### src/rtl/ma_stage_pkg.sv
// Shared definitions for the memory-access stage.
// Holds the load/store funct3 encodings.
package ma_stage_pkg;

    localparam logic [2:0] LDST_B  = 3'b000;
    localparam logic [2:0] LDST_H  = 3'b001;
    localparam logic [2:0] LDST_W  = 3'b010;
    localparam logic [2:0] LDST_BU = 3'b100;
    localparam logic [2:0] LDST_HU = 3'b101;

    // Halfword codes share funct3[1:0]=01 (LH/LHU/SH).
    function automatic logic is_half(input logic [2:0] code);
        return code[1:0] == 2'b01;
    endfunction

endpackage

### src/rtl/ld_align.sv
// Load data extraction for the WB stage.
// Selects the byte/half lane and sign- or zero-extends.
module ld_align
    import ma_stage_pkg::*;
(
    input  logic [2:0]  ldst_code,
    input  logic [1:0]  adr_lo,
    input  logic [31:0] word,
    output logic [31:0] data
);

    logic [7:0]  lane_b;
    logic [15:0] lane_h;

    // Pick the addressed lane, then extend it per the load code.
    always_comb begin
        lane_b = word[{adr_lo, 3'b000} +: 8];
        lane_h = adr_lo[1] ? word[31:16] : word[15:0];
        data   = word;
        case (ldst_code)
            LDST_B:  data = {{24{lane_b[7]}}, lane_b};
            LDST_H:  data = {{16{lane_h[15]}}, lane_h};
            LDST_BU: data = {24'h0, lane_b};
            LDST_HU: data = {16'h0, lane_h};
            default: data = word;
        endcase
    end

endmodule

### src/rtl/ma_stage.sv
// Memory-access stage: data-memory strobes, store lanes, MA->WB regs.
// Optional MISALIGN_TRAP_EN traps misaligned half/word accesses.
module ma_stage
    import ma_stage_pkg::*;
(
    input  logic        clk,
    input  logic        rst_n,
    input  logic        cmd_ld_ma,
    input  logic        cmd_st_ma,
    input  logic [4:0]  rd_adr_ma,
    input  logic [31:0] rd_data_ma,
    input  logic        wbk_rd_reg_ma,
    input  logic [31:0] st_data_ma,
    input  logic [2:0]  ldst_code_ma,
    input  logic        stall,
    input  logic        rst_pipe,
    output logic [29:0] dm_adr,
    output logic        dm_re,
    output logic        dm_we,
    output logic [3:0]  dm_be,
    output logic [31:0] dm_wdata,
    input  logic [31:0] dm_rdata,
    output logic [4:0]  rd_adr_wb,
    output logic        wbk_rd_reg_wb,
    output logic [31:0] wbk_data_wb,
    output logic [31:0] wbk_data_wb2,
    output logic        misalign_ma
);

    logic [1:0]  adr_lo;
    logic        go;
    logic        ld_wb;
    logic [2:0]  code_wb;
    logic [1:0]  adr_lo_wb;
    logic [31:0] rdata_wb;
    logic        hold;
    logic [31:0] hold_word;
    logic [31:0] ld_word;
    logic [31:0] ld_data;

    assign adr_lo = rd_data_ma[1:0];
    assign dm_adr = rd_data_ma[31:2];

`ifdef MISALIGN_TRAP_EN
    assign misalign_ma = (cmd_ld_ma | cmd_st_ma) &
                         ((is_half(ldst_code_ma) & adr_lo[0]) |
                          ((ldst_code_ma == LDST_W) & (|adr_lo)));
`else
    assign misalign_ma = 1'b0;
`endif

    assign go    = rst_n & ~stall & ~rst_pipe & ~misalign_ma;
    assign dm_re = cmd_ld_ma & go;
    assign dm_we = cmd_st_ma & go;

    // Store byte enables and lane-replicated write data.
    always_comb begin
        dm_be    = 4'b0000;
        dm_wdata = st_data_ma;
        case (ldst_code_ma)
            LDST_B: begin
                dm_be    = 4'b0001 << adr_lo;
                dm_wdata = {4{st_data_ma[7:0]}};
            end
            LDST_H: begin
                dm_be    = adr_lo[1] ? 4'b1100 : 4'b0011;
                dm_wdata = {2{st_data_ma[15:0]}};
            end
            LDST_W:  dm_be = 4'b1111;
            default: dm_be = 4'b0000;
        endcase
    end

    // MA->WB pipeline registers; flush beats stall.
    always_ff @(posedge clk or negedge rst_n) begin
        if (!rst_n) begin
            rd_adr_wb     <= 5'd0;
            wbk_rd_reg_wb <= 1'b0;
            ld_wb         <= 1'b0;
            code_wb       <= 3'd0;
            adr_lo_wb     <= 2'd0;
            rdata_wb      <= 32'd0;
        end else if (rst_pipe) begin
            wbk_rd_reg_wb <= 1'b0;
            ld_wb         <= 1'b0;
        end else if (!stall) begin
            rd_adr_wb     <= rd_adr_ma;
            wbk_rd_reg_wb <= wbk_rd_reg_ma & ~misalign_ma;
            ld_wb         <= cmd_ld_ma & ~misalign_ma;
            code_wb       <= ldst_code_ma;
            adr_lo_wb     <= adr_lo;
            rdata_wb      <= rd_data_ma;
        end
    end

    // Keep the load word alive while WB is stalled.
    always_ff @(posedge clk or negedge rst_n) begin
        if (!rst_n) begin
            hold      <= 1'b0;
            hold_word <= 32'd0;
        end else if (rst_pipe || !stall) begin
            hold <= 1'b0;
        end else if (ld_wb && !hold) begin
            hold      <= 1'b1;
            hold_word <= dm_rdata;
        end
    end

    assign ld_word = hold ? hold_word : dm_rdata;

    ld_align u_ld_align (
        .ldst_code (code_wb),
        .adr_lo    (adr_lo_wb),
        .word      (ld_word),
        .data      (ld_data)
    );

    assign wbk_data_wb = ld_wb ? ld_data : rdata_wb;

    // Older writeback slot for the forwarding network.
    always_ff @(posedge clk or negedge rst_n) begin
        if (!rst_n) begin
            wbk_data_wb2 <= 32'd0;
        end else if (rst_pipe) begin
            wbk_data_wb2 <= 32'd0;
        end else if (!stall) begin
            wbk_data_wb2 <= wbk_data_wb;
        end
    end

endmodule

### config.mk
export PLATFORM = sky130hd
export DESIGN_NAME = ma_stage
export DESIGN_NICKNAME = d
export VERILOG_FILES = /design/src/rtl/ma_stage_pkg.sv /design/src/rtl/ld_align.sv /design/src/rtl/ma_stage.sv
export SDC_FILE = /design/constraint.sdc
export NUM_CORES = 1
export LEC_CHECK = 0
export BUFFER_PORTS_ARGS = -buffer_cell sky130_fd_sc_hd__buf_2
export CORE_MARGIN = 5
export CORE_UTILIZATION = 45
export DETAILED_ROUTE_END_ITERATION = 16
export GPL_TIMING_DRIVEN = 0
export PLACE_DENSITY = 0.75
export SLEW_MARGIN = 20
export SYNTH_ARGS = -nofsm -noshare
export SYNTH_HDL_FRONTEND = slang
export SYNTH_SLANG_ARGS = --single-unit
### constraint.sdc
create_clock -name clk -period 5.6 [get_ports clk]
set_input_delay 0.56 -clock clk [delete_from_list [all_inputs] [get_ports clk]]
set_output_delay 0.56 -clock clk [all_outputs]
set_load 0.05 [all_outputs]
==> After elaboration in Yosys (flattened, before gate mapping) <==
Cells that the tools add are included.
Widths: inputs -> output; s select.
{ "word_totals": {"ff_bits": 109, "latchBits": 0, "ramBits": 0, "romBits": 0, "output_inout_bits": 139, "wordCells": 48, "n_memories": 0} }
{ "classes": {"add_sub_neg": 0, "mul": 0, "div_mod_pow": 0, "n_lt_le_gt_ge": 0, "eq_ne": 6, "n_shift": 2, "n_mux": 15, "n_bitwise": 7, "n_reduce_logical": 9} }
{ "op_table": {"columns": ["operator", "n"], "rows": [
  ["$mux 32", 4],
  ["$pmux 32 s4", 1],
  ["$pmux 32 s2", 1],
  ["$shiftx 32x6->8", 1],
  ["$mux 16", 1],
  ["$pmux 4 s3", 1],
  ["$eq 3x1->1 const B", 2],
  ["$eq 3x3->1 const B", 2],
  ["$logic_not 3->1", 2],
  ["$mux 1", 6],
  ["$and 1x1->1", 4],
  ["$mux 4", 1],
  ["$reduce_and 2->1", 2],
  ["$shl 1x2->4 const A", 1],
  ["$eq 3x2->1 const B", 1],
  ["$not 1->1", 3],
  ["$logic_not 1->1", 2],
  ["$ne 2x1->1 const B", 1],
  ["$reduce_bool 2->1", 1],
  ["$logic_and 1x1->1", 1],
  ["$logic_or 1x1->1", 1]
]} }

==> Logic depth before layout (Yosys ltp) <==
Gate-level depths: netlist of run 1.
{ "depth": {"depth_word": 6, "mapped_depth": 8} }

==> Hierarchy <==
From an unflattened synthesis of run 1, not the netlist that was laid out.
{ "unflattened": {"hier_cells": 558, "area_unflattened_um2": 6486.2} }
{ "modules_own_cells": {"columns": ["module", "n_inst", "cells_per_inst", "area_each_um2", "seq_area_each_um2"], "rows": [
  ["ma_stage", 1, 440, 5725.5, 2677.6],
  ["ld_align", 1, 118, 760.7, 0.0]
]} }

==> Worst setup path after synthesis of run 1 <==
OpenSTA, ideal clock, no wires.
{ "synth_timing": {"path_kind": "flip-flop to output port", "start": "register hold", "end": "output wbk_data_wb[6]", "t_arrival_ps": 2210, "required_time_ps": 5040, "slack_ps": 2830, "stages_incl_launch_ff": 7, "cell_sequence": "dfrtp_1 > buf_6 > buf_6 > mux4_2 > mux2_2 > o21ai_0 > o21ai_0"} }
{ "synth_via": {"elab_chain_cells": 4, "word_cells_on_any_way": 5, "classes_between": "shift: 1; mux: 4"} }
{ "synth_rtl": {"columns": ["item", "line", "text"], "rows": [
  ["start: declaration", "ma_stage.sv:36", "logic hold;"],
  ["start signal: assignment", "ma_stage.sv:99", "hold <= 1'b0;"],
  ["start signal: assignment", "ma_stage.sv:102", "hold <= 1'b0;"],
  ["start signal: assignment", "ma_stage.sv:104", "hold <= 1'b1;"],
  ["$mux 32 (*)", "ma_stage.sv:109", "assign ld_word = hold ? hold_word : dm_rdata;"],
  ["$shiftx 32x6->8 or $mux 16 (tied branches)", "ld_align.sv:17, ld_align.sv:18", null],
  ["$pmux 32 s4 (*)", "ld_align.sv:20", "case (ldst_code)"],
  ["$mux 32 (*)", "ma_stage.sv:118", "assign wbk_data_wb = ld_wb ? ld_data : rdata_wb;"],
  ["end: declaration", "ma_stage.sv:25", "output logic [31:0] wbk_data_wb,"]
]} }
Every way passes the cells marked *; elsewhere a longest branch is shown, timed or not.

==> results_dict.tcl, run 1 <==
set metrics [dict create \
    hold_class "primary input to asynchronous set/reset pin" \
    cp.arrival_ps 3080 \
    post_drt_via_cell_ratio 5.566 \
    top_usage_layer "met2" \
    p_leak_nw 3.872 \
    ant_nets 0 \
    synth_area_leaders "dfrtp_1 (42%), mux2_2 (19%), a21oi_1 (5.2%), mux4_2 (4.9%), buf_4 (4.8%)" \
    cp.depth 7 \
    rows 43 \
    first_pass_iters 6 \
    io_buffer_count 245 \
    hpwl_um 16540 \
    antenna_found_initial 3 \
    cts_tree "yes" \
    design.core.area_um2 13930 \
    drc 0 \
    critPathMostFrequentCell "o21ai_0" \
    gp_congestion 0.8993 \
    wirelength_um 20940 \
    die-area_um2 16740 \
    start_util_pct 46.04 \
    rrSetupSlack_ps 3010 \
    grt_util_all_layers_pct 24.73 \
    htreeDepth 3 \
    syn_area_um2 6415 \
    grt_pass1_wl_um 31730 \
    hold_violations 0 \
    grt.overflow.total 0 \
    crit_path_max_fanout 10 \
    syn_area_per_cell_um2 10.52 \
    fin_cells 1054 \
    path_buf_inv 3 \
    max_cap_violations 0 \
    yosysUniqueCellTypes 42 \
    finalCritPeriodShare_pct 64.97 \
    cts_buffers 9 \
    powerDensity_nw_per_um2 322.8 \
    drv_slew 0 \
    yosysTopAreaCell "dfrtp_1" \
    end_kind "output pin" \
    ir_worst_vdd_uv 181.5 \
    fin_setup_tns_ps 0 \
    dp_cells 1036 \
    yosysTopAreaCellShare_pct 41.74 \
    yosysWarnings 0 \
    slew-limit-headroom_pct 51.58 \
    finalCriticalPeriod_ps 3638 \
    finalClockSkew_ps 11.73 \
    startpoint_type "flip-flop" \
    synth_seq_area_share_pct 41.74 \
    cts_root_buffer "clkbuf_16" \
    synth_nets 721 \
    grt_use_met2_pct 43.84 \
    cts_resized 0 \
    clk_path_buf_depth 2 \
    critical-path-top-delay-family "buffers and inverters" \
    ff2ff_path_depth 6 \
    clock_latency_ps 360 \
    design.portCount 250 \
    max_freq_mhz 274.9 \
    cpPeakStageDelay_ps 510 \
    grt_pass1_vias 5912 \
    crit_path_top_delay_cell "buf_1" \
    ys_ff_latch 107 \
    postCtsSetupRepairBufs 0 \
    cts_hold_buf 0 \
    path_clk_slew_ps 70 \
    areaGrowthSynthToFinish_pct 28.07 \
    crit_type "flip-flop to output pin" \
    setup-violations-final 0 \
    worst_slew_pin_slew_ps 722.4 \
    syn_inst 610 \
    via_count 5867 \
    rsz0062_at_grt "no" \
    crit_chain "clkbuf_2 > buf_1 > mux4_2 > mux2_2 > o21ai_0 > o21ai_0 > buf_2" \
    met1_usage_pct 31.13 \
    grt_max_degree 61 \
    status "finished clean" \
    cp.required_ps 5040 \
    final_nets 978 \
    drtIter0Drc 383 \
    cts_num_sinks 107 \
    die-height_um 129.4 \
    fp.dieW_um 129.4 \
    routedWlPerCell_um 19.87 \
    grtUsageMet3_pct 4.081 \
    drive_gt1_share_pct 50.80 \
]
[worst register-to-register path, delay by kind of cell (launching register included)]
| kind | cells | cell delay (ps) |
|---|---|---|
| AO/OA/AOI/OAI | 2 | 680 |
| buffers and inverters | 2 | 760 |
| flip-flops | 1 | 320 |
| multiplexers | 2 | 670 |
[worst paths after layout]
kind	start	to
setup / recovery	rdata_wb[1]	wbk_data_wb[4]
min in group clk	rd_adr_ma[3]	rd_adr_wb[3]
hold reg to reg	rdata_wb[15]	rdata_wb[15]
max in group asynchronous	rst_n	wbk_data_wb2[29]
hold / removal	rst_n	wbk_data_wb2[12]
setup reg to reg	rdata_wb[1]	wbk_data_wb2[4]
[per-stage QoR]
step / hold WS, ps / area [µm²] / worst slack [ps] / utilization (%) / power (W)
after floorplan: 264.4 / 6415 / 2830 / - / 0.001708
after global placement: 483.7 / 7866 / 1955 / 56.45 / 0.001967
after detailed placement: 487.6 / 7900 / 2385 / 56.69 / 0.001989
after CTS: 158.8 / 8210 / 2000 / 58.92 / 0.002651
after global routing: 181.8 / 8215 / 1804 / 58.96 / 0.002762
final: 134.2 / 8215 / 1962 / 58.96 / 0.002652
[kinds of logic (layout without fill, tap and decap cells)]
kind of cell | Yosys count | count (layout) | synth area share [%]
AOI/OAI and AO/OA | 152 | 152 | 14.75
muxes | 145 | 145 | 27.50
DFF | 107 | 107 | 41.74
and+or+nand+nor | 105 | 105 | 7.119
buffers and inverters | 100 | 362 | 8.836
other | 1 | 3 | 0.05846
[cells in the final DEF, fill, tap and decap left out, drive strengths merged, types with 3 or more instances in the layout]
cell	Yosys	layout
nand2	33	33
o21ai	21	21
inv	16	18
a221oi	7	7
mux2	110	110
a211oi	22	22
mux2i	21	21
and3	4	4
nand2b	3	3
dfrtp	107	107
clkbuf	31	41
nor2b	5	5
nor3	4	4
o21a	8	8
buf	53	299
a22oi	8	8
nor2	50	50
mux4	14	14
a21oi	68	68
o22ai	9	9
[layer usage]
layer	vias to the layer above	routed length, µm
met4	0	422
met5	-	0
met1	2868	8041
met3	30	1736
met2	296	10740
li1	2673	-
[layout make-up]
cell class | instances | area (µm²)
Multi-Input combinational cell | 403 | 3171
Clock inverter | 6 | 71.32
Tap cell | 180 | 225.2
Sequential cell | 107 | 2678
Buffer | 84 | 506.7
Inverter | 16 | 60.06
Antenna cell | 2 | 5.005
Timing Repair Buffer | 246 | 1260
Fill cell | 1207 | 5719
Clock buffer | 10 | 239.0
[state kept, by name, summed over array words and instances (netlist names)]
name           cells
hold_word         32
wbk_rd_reg_wb      1
adr_lo_wb          1
rdata_wb          31
hold               1
ld_wb              1
code_wb            3
wbk_data_wb2      32
rd_adr_wb          5
[cell usage after synthesis, drive strengths merged]
master	count
nor2	50
mux2	110
nor3	4
a22oi	8
a31o	1
clkbuf	31
o21a	8
o31ai	1
nand3	1
nor4	1
o41ai	1
a21o	2
a22o	1
conb	1
a221oi	7
inv	16
and2	1
nor2b	5
o21ai	21
and3	4
nand2b	3
or2	1
o22ai	9
a21oi	68
a211oi	22
nand2	33
mux2i	21
a32oi	1
dfrtp	107
nor3b	2
a311oi	2
mux4	14
buf	53
[power breakdown]
group	switching, W	internal, W
Combinational	0.000677	0.000324
Sequential	0.0000845	0.000898
Clock	0.000304	0.000363
Total	0.00107	0.00159
Power figures use the tool's default switching activity.
==> run 2, diff against run 1 <==
--- a/config.mk
+++ b/config.mk
@@ -5,6 +5,7 @@
 export SDC_FILE = /design/constraint.sdc
 export NUM_CORES = 1
 export LEC_CHECK = 0
+export ABC_AREA = 1
 export BUFFER_PORTS_ARGS = -buffer_cell sky130_fd_sc_hd__buf_2
 export CORE_MARGIN = 5
 export CORE_UTILIZATION = 45
==> constraint.sdc (replaced) <==
create_clock -name clk -period 3.5 [get_ports clk]
set_input_delay 0.35 -clock clk [delete_from_list [all_inputs] [get_ports clk]]
set_output_delay 0.35 -clock clk [all_outputs]
set_load 0.05 [all_outputs]
==> results_dict.tcl, run 2 <==
set metrics [dict create \
    post_drt_via_cell_ratio 5.043 \
    drc 0 \
    rr_startpoint "ld_wb" \
    setup-violations-final 0 \
    crit_type "flip-flop to output pin" \
    hpwl_um 17130 \
    hold_class "primary input to flip-flop" \
    synth_seq_area_share_pct 41.67 \
    final_cell_mix "nand2_1 (338), buf_2 (255), o21ai_0 (116)" \
    n_antenna_cell 0 \
    top_regs "hold_word (32), wbk_data_wb2 (32), rdata_wb (31)" \
    finalClockSkew_ps 12.51 \
    powerDensity_nw_per_um2 487.7 \
    die-height_um 129.5 \
    design.portCount 250 \
    gp_congestion 0.9574 \
    grt_max_degree 75 \
    hold_path_end "rd_adr_wb[3]" \
    syn_area_per_cell_um2 7.039 \
    yosysUniqueCellTypes 31 \
    drive_gt1_share_pct 30.36 \
    finalCritPeriodShare_pct 81.60 \
    first_pass_iters 6 \
    crit_path_max_fanout 10 \
    clk_path_buf_depth 2 \
    max_freq_mhz 350.1 \
    ant_nets 0 \
    worst_slew_pin_slew_ps 645.5 \
    fin_setup_tns_ps 0 \
    synth_edf_count 0 \
    path_clk_slew_ps 80 \
    ir_worst_vdd_uv 261.6 \
    synth_nets 1024 \
    grt_pass1_wl_um 32780 \
    place_ws_ps 1143 \
    grt.overflow.total 0 \
    grt_util_all_layers_pct 25.29 \
    whs_path_depth 3 \
    p_leak_nw 4.774 \
    place_area_um2 7926 \
    synth_flop_cell "dfrtp_1" \
    yosysWarnings 0 \
    final_nets 1285 \
    syn_inst 913 \
    yosysMostFrequentCell "nand2_1" \
    worstSetupStartpoint "hold" \
    io_buffer_count 248 \
    rows 43 \
    synth_area_leaders "dfrtp_1 (42%), nand2_1 (20%), o21ai_0 (9.0%), inv_1 (5.5%), buf_4 (5.0%)" \
    ff2ff_path_depth 6 \
    antenna_found_initial 0 \
    hold_violations 0 \
    finalCriticalPeriod_ps 2856 \
    cts_buffers 9 \
    ys_ff_latch 107 \
    slew-limit-headroom_pct 56.51 \
    design_area_um2 8225 \
    cts_root_buffer "clkbuf_16" \
    grt_pass1_vias 6592 \
    cp.arrival_ps 2510 \
    wirelength_um 21400 \
    async_flop_share_pct 100.0 \
    cts_num_sinks 107 \
    power_w 0.004012 \
    routedWlPerCell_um 15.74 \
    htreeDepth 3 \
    drv_slew 0 \
    layout_commonest_cell "nand2_1" \
    status "finished clean" \
    rsz0062_at_grt "no" \
    yosys-top-cells-count "nand2_1 (338), o21ai_0 (116), dfrtp_1 (107)" \
    postCtsSetupRepairBufs 0 \
    r2r-end "wbk_data_wb2[23]" \
    die-area_um2 16770 \
    hold_start "rd_adr_ma[3]" \
    startpoint_type "flip-flop" \
    yosysTopAreaCell "dfrtp_1" \
    design.core.area_um2 13930 \
    yosysTopAreaCellShare_pct 41.67 \
    start_util_pct 46.12 \
    via_count 6853 \
    clock_latency_ps 360 \
    rrSetupSlack_ps 1440 \
    worst_slack_ps 643.9 \
    syn_area_um2 6426 \
    cts_tree "yes" \
    holdWs_ps 187.4 \
    cp.required_ps 3150 \
    fp.dieW_um 129.5 \
    end_kind "output pin" \
    drtIter0Drc 610 \
    areaGrowthSynthToFinish_pct 28.00 \
    max_cap_violations 0 \
]
==> run 2: worst max-delay path by stage <==
stage / to / cells after the start
floorplan: wbk_data_wb[4] / 7
global placement: dm_re / 4
detailed placement: wbk_data_wb[24] / 7
CTS: wbk_data_wb[24] / 7
global route: wbk_data_wb[23] / 7
finish: wbk_data_wb[3] / 8
==> run 2: stage by stage <==
stage / util (%) / instances
finish: 59.03 / 1359
global route: 59.03 / 1359
CTS: 59.03 / 1359
detailed placement: 56.88 / 1342
global placement: 56.64 / 1341
floorplan: - / 913
==> run 2: where the power goes <==
part | total [W] | switching (W) | leakage [nW] | internal [W]
registers | 0.00151 | 0.0000909 | 1.36 | 0.00142
logic | 0.00150 | 0.00110 | 3.27 | 0.000399
clock network | 0.00101 | 0.000482 | 0.135 | 0.000526
==> run 2: kinds of logic after synthesis <==
kind of cell	synth area share (%)
AOI/OAI and AO/OA	12.79
buffers and inverters	14.29
DFF	41.67
muxes	2.103
other	0.05836
and+or+nand+nor	29.09
==> run 2: critical path, cell delays in order (launching register included) <==
cell,delay (ps)
dfrtp_1,450
buf_6,180
buf_4,170
o21ai_0,540
nand2_1,110
o21ai_0,90
o21ai_0,140
a31oi_1,150
buf_2,300
==> run 2: layer usage <==
metal	wire, µm	vias to the layer above	track usage [%]
li1	-	3363	-
met1	8383	3128	30.33
met2	10610	310	44.57
met3	1650	52	4.369
met4	751	0	11.12
met5	0	-	0
==> run 2: repair_timing <==
item,CTS,global route
hold endpoints to repair,35,0
hold buffers,1,0
gates resized for setup,0,0
==> run 2: cell type report <==
| type | count | area, µm² |
|---|---|---|
| fillers | 1351 | 5709 |
| multi-input cells | 620 | 2830 |
| flip-flops and latches | 107 | 2678 |
| repair buffers | 250 | 1285 |
| plain buffers | 86 | 543.0 |
| inverters | 100 | 375.4 |
| clock buffers | 12 | 256.5 |
| well taps | 180 | 225.2 |
| clock inverters | 4 | 32.53 |
==> run 3, diff against run 2 <==
==> constraint.sdc (replaced) <==
create_clock -name clk -period 2.8 [get_ports clk]
set_input_delay 0.28 -clock clk [delete_from_list [all_inputs] [get_ports clk]]
set_output_delay 0.28 -clock clk [all_outputs]
set_load 0.05 [all_outputs]
==> results_dict.tcl, run 3 (synthesized netlist as in run 2, its figures left out) <==
set metrics [dict create \
    status "finished clean" \
    crit_path_max_fanout 10 \
    design.core.area_um2 13930 \
    hold_class "primary input to flip-flop" \
    rr_startpoint "hold" \
    die-height_um 129.5 \
    r2r-end "wbk_data_wb2[2]" \
    max_cap_violations 0 \
    wirelength_um 21400 \
    hpwl_um 17130 \
    ff2ff_path_depth 9 \
    worst_slew_pin_slew_ps 622.0 \
    power_w 0.005015 \
    holdWs_ps 116.3 \
    whs_path_depth 3 \
    cts_tree "yes" \
    met3_length_um 1649 \
    design.portCount 250 \
    io_buffer_count 248 \
    setup-violations-final 0 \
    finalClockSkew_ps 12.75 \
    htreeDepth 3 \
    hold_path_end "rd_adr_wb[3]" \
    cts_buffers 9 \
    grt_pass1_vias 6592 \
    drc 0 \
    met2_length_um 10630 \
    finalCriticalPeriod_ps 2703 \
    end_kind "output pin" \
    first_pass_iters 6 \
    grt.overflow.total 0 \
    n_antenna_cell 0 \
    crit_chain "buf_6 > buf_4 > o21ai_0 > nand2_1 > o21ai_0 > o21ai_0 > a31oi_1 > buf_2" \
    via_count 6842 \
    fillers 1351 \
    cts_num_sinks 107 \
    grt_util_all_layers_pct 25.29 \
    ir_worst_vdd_uv 327.8 \
    top_regs "hold_word (32), wbk_data_wb2 (32), rdata_wb (31)" \
    wl_met1_um 8402 \
    fin_cells 1359 \
    die-area_um2 16770 \
    powerDensity_nw_per_um2 609.6 \
    cpPeakStageDelay_ps 450 \
    layout_commonest_cell "nand2_1" \
    drive_gt1_share_pct 30.45 \
    cp.arrival_ps 2420 \
    drtIter0Drc 607 \
    multiInputGateArea_um2 2830 \
    critPathMostFrequentCell "o21ai_0" \
    fin_setup_tns_ps 0 \
    routedWlPerCell_um 15.74 \
    cts_root_buffer "clkbuf_16" \
    p_leak_nw 4.778 \
    drv_slew 0 \
    fp.dieW_um 129.5 \
    seqCellArea_um2 2678 \
    finalCritPeriodShare_pct 96.53 \
    clk_path_buf_depth 2 \
    rsz0062_at_grt "no" \
    dp_cells 1342 \
    slew-limit-headroom_pct 58.31 \
    start_util_pct 46.12 \
    rrSetupSlack_ps 920 \
    hold_start "rd_adr_ma[3]" \
    gp_congestion 0.9574 \
    post_drt_via_cell_ratio 5.035 \
    hold_violations 0 \
    areaGrowthSynthToFinish_pct 28.02 \
    crit_path_top_delay_cell "dfrtp_1" \
    crit_type "flip-flop to output pin" \
    cp.required_ps 2520 \
    max_freq_mhz 370.0 \
    final_cell_mix "nand2_1 (338), buf_2 (255), o21ai_0 (113)" \
    path_clk_slew_ps 80 \
    clock_latency_ps 360 \
    grt_pass1_wl_um 32780 \
    startpoint_type "flip-flop" \
    top_layer "met4" \
    antenna_found_initial 0 \
    grt_max_degree 75 \
    final_nets 1285 \
    rows 43 \
    ant_nets 0 \
]
-- run 3: cell counts in the layout (fill, tap and decap cells not counted) --
Identical to the previous run, type by type.
-- run 3: metrics by stage --
stage / util, % / setup WS [ps] / instance area, µm²
after CTS: 59.03 / 110.5 / 8225
after detailed placement: 56.88 / 512.8 / 7926
after floorplan: - / 331.0 / 6426
final: 59.04 / 97.23 / 8227
after global routing: 59.04 / 17.00 / 8227
after global placement: 56.64 / -191.4 / 7893
-- run 3: critical path, delay by kind of cell, from the launching register on --
family,cells,cell delay [ps]
buf+inv,3,660
flops,1,450
simple gates,1,160
compound gates,4,790
-- run 3: area by class of cell --
class	count	area share, %
Buffer	86	6.616
Clock buffer	12	3.118
Clock inverter	4	0.3954
Inverter	100	4.563
Multi-Input combinational cell	620	34.40
Sequential cell	107	32.55
Tap cell	180	2.738
Timing Repair Buffer	250	15.62
-- run 3: report_power, final --
group / leakage [nW] / total [W] / switching [W] / internal (W)
sequential: 1.36 / 0.00189 / 0.000114 / 0.00177
clock: 0.135 / 0.00126 / 0.000603 / 0.000658
combinational: 3.28 / 0.00187 / 0.00137 / 0.000499
total: 4.78 / 0.00502 / 0.00209 / 0.00293
-- run 3: worst max-delay path by stage --
stage	start	end	slack [ps]	cells after the start
floorplan	hold	wbk_data_wb[4]	330	7
global placement	rst_n	dm_re	-190	4
detailed placement	ld_wb	wbk_data_wb[24]	510	7
CTS	ld_wb	wbk_data_wb[24]	110	7
global route	hold	wbk_data_wb[5]	20	8
finish	hold	wbk_data_wb[2]	100	8
-- run 3: what timing repair did --
| action | in CTS | in global routing |
|---|---|---|
| resized for setup | 0 | 5 |
| setup endpoints to repair | 0 | 11 |
| endpoints found under the hold margin | 35 | 0 |
| buffers inserted | 0 | 0 |
| hold buffers | 1 | 0 |
-- run 3: layer usage --
metal	track usage [%]	vias to the layer above
met5	0	-
met4	11.12	0
met3	4.369	46
met2	44.57	308
met1	30.33	3124
li1	-	3364
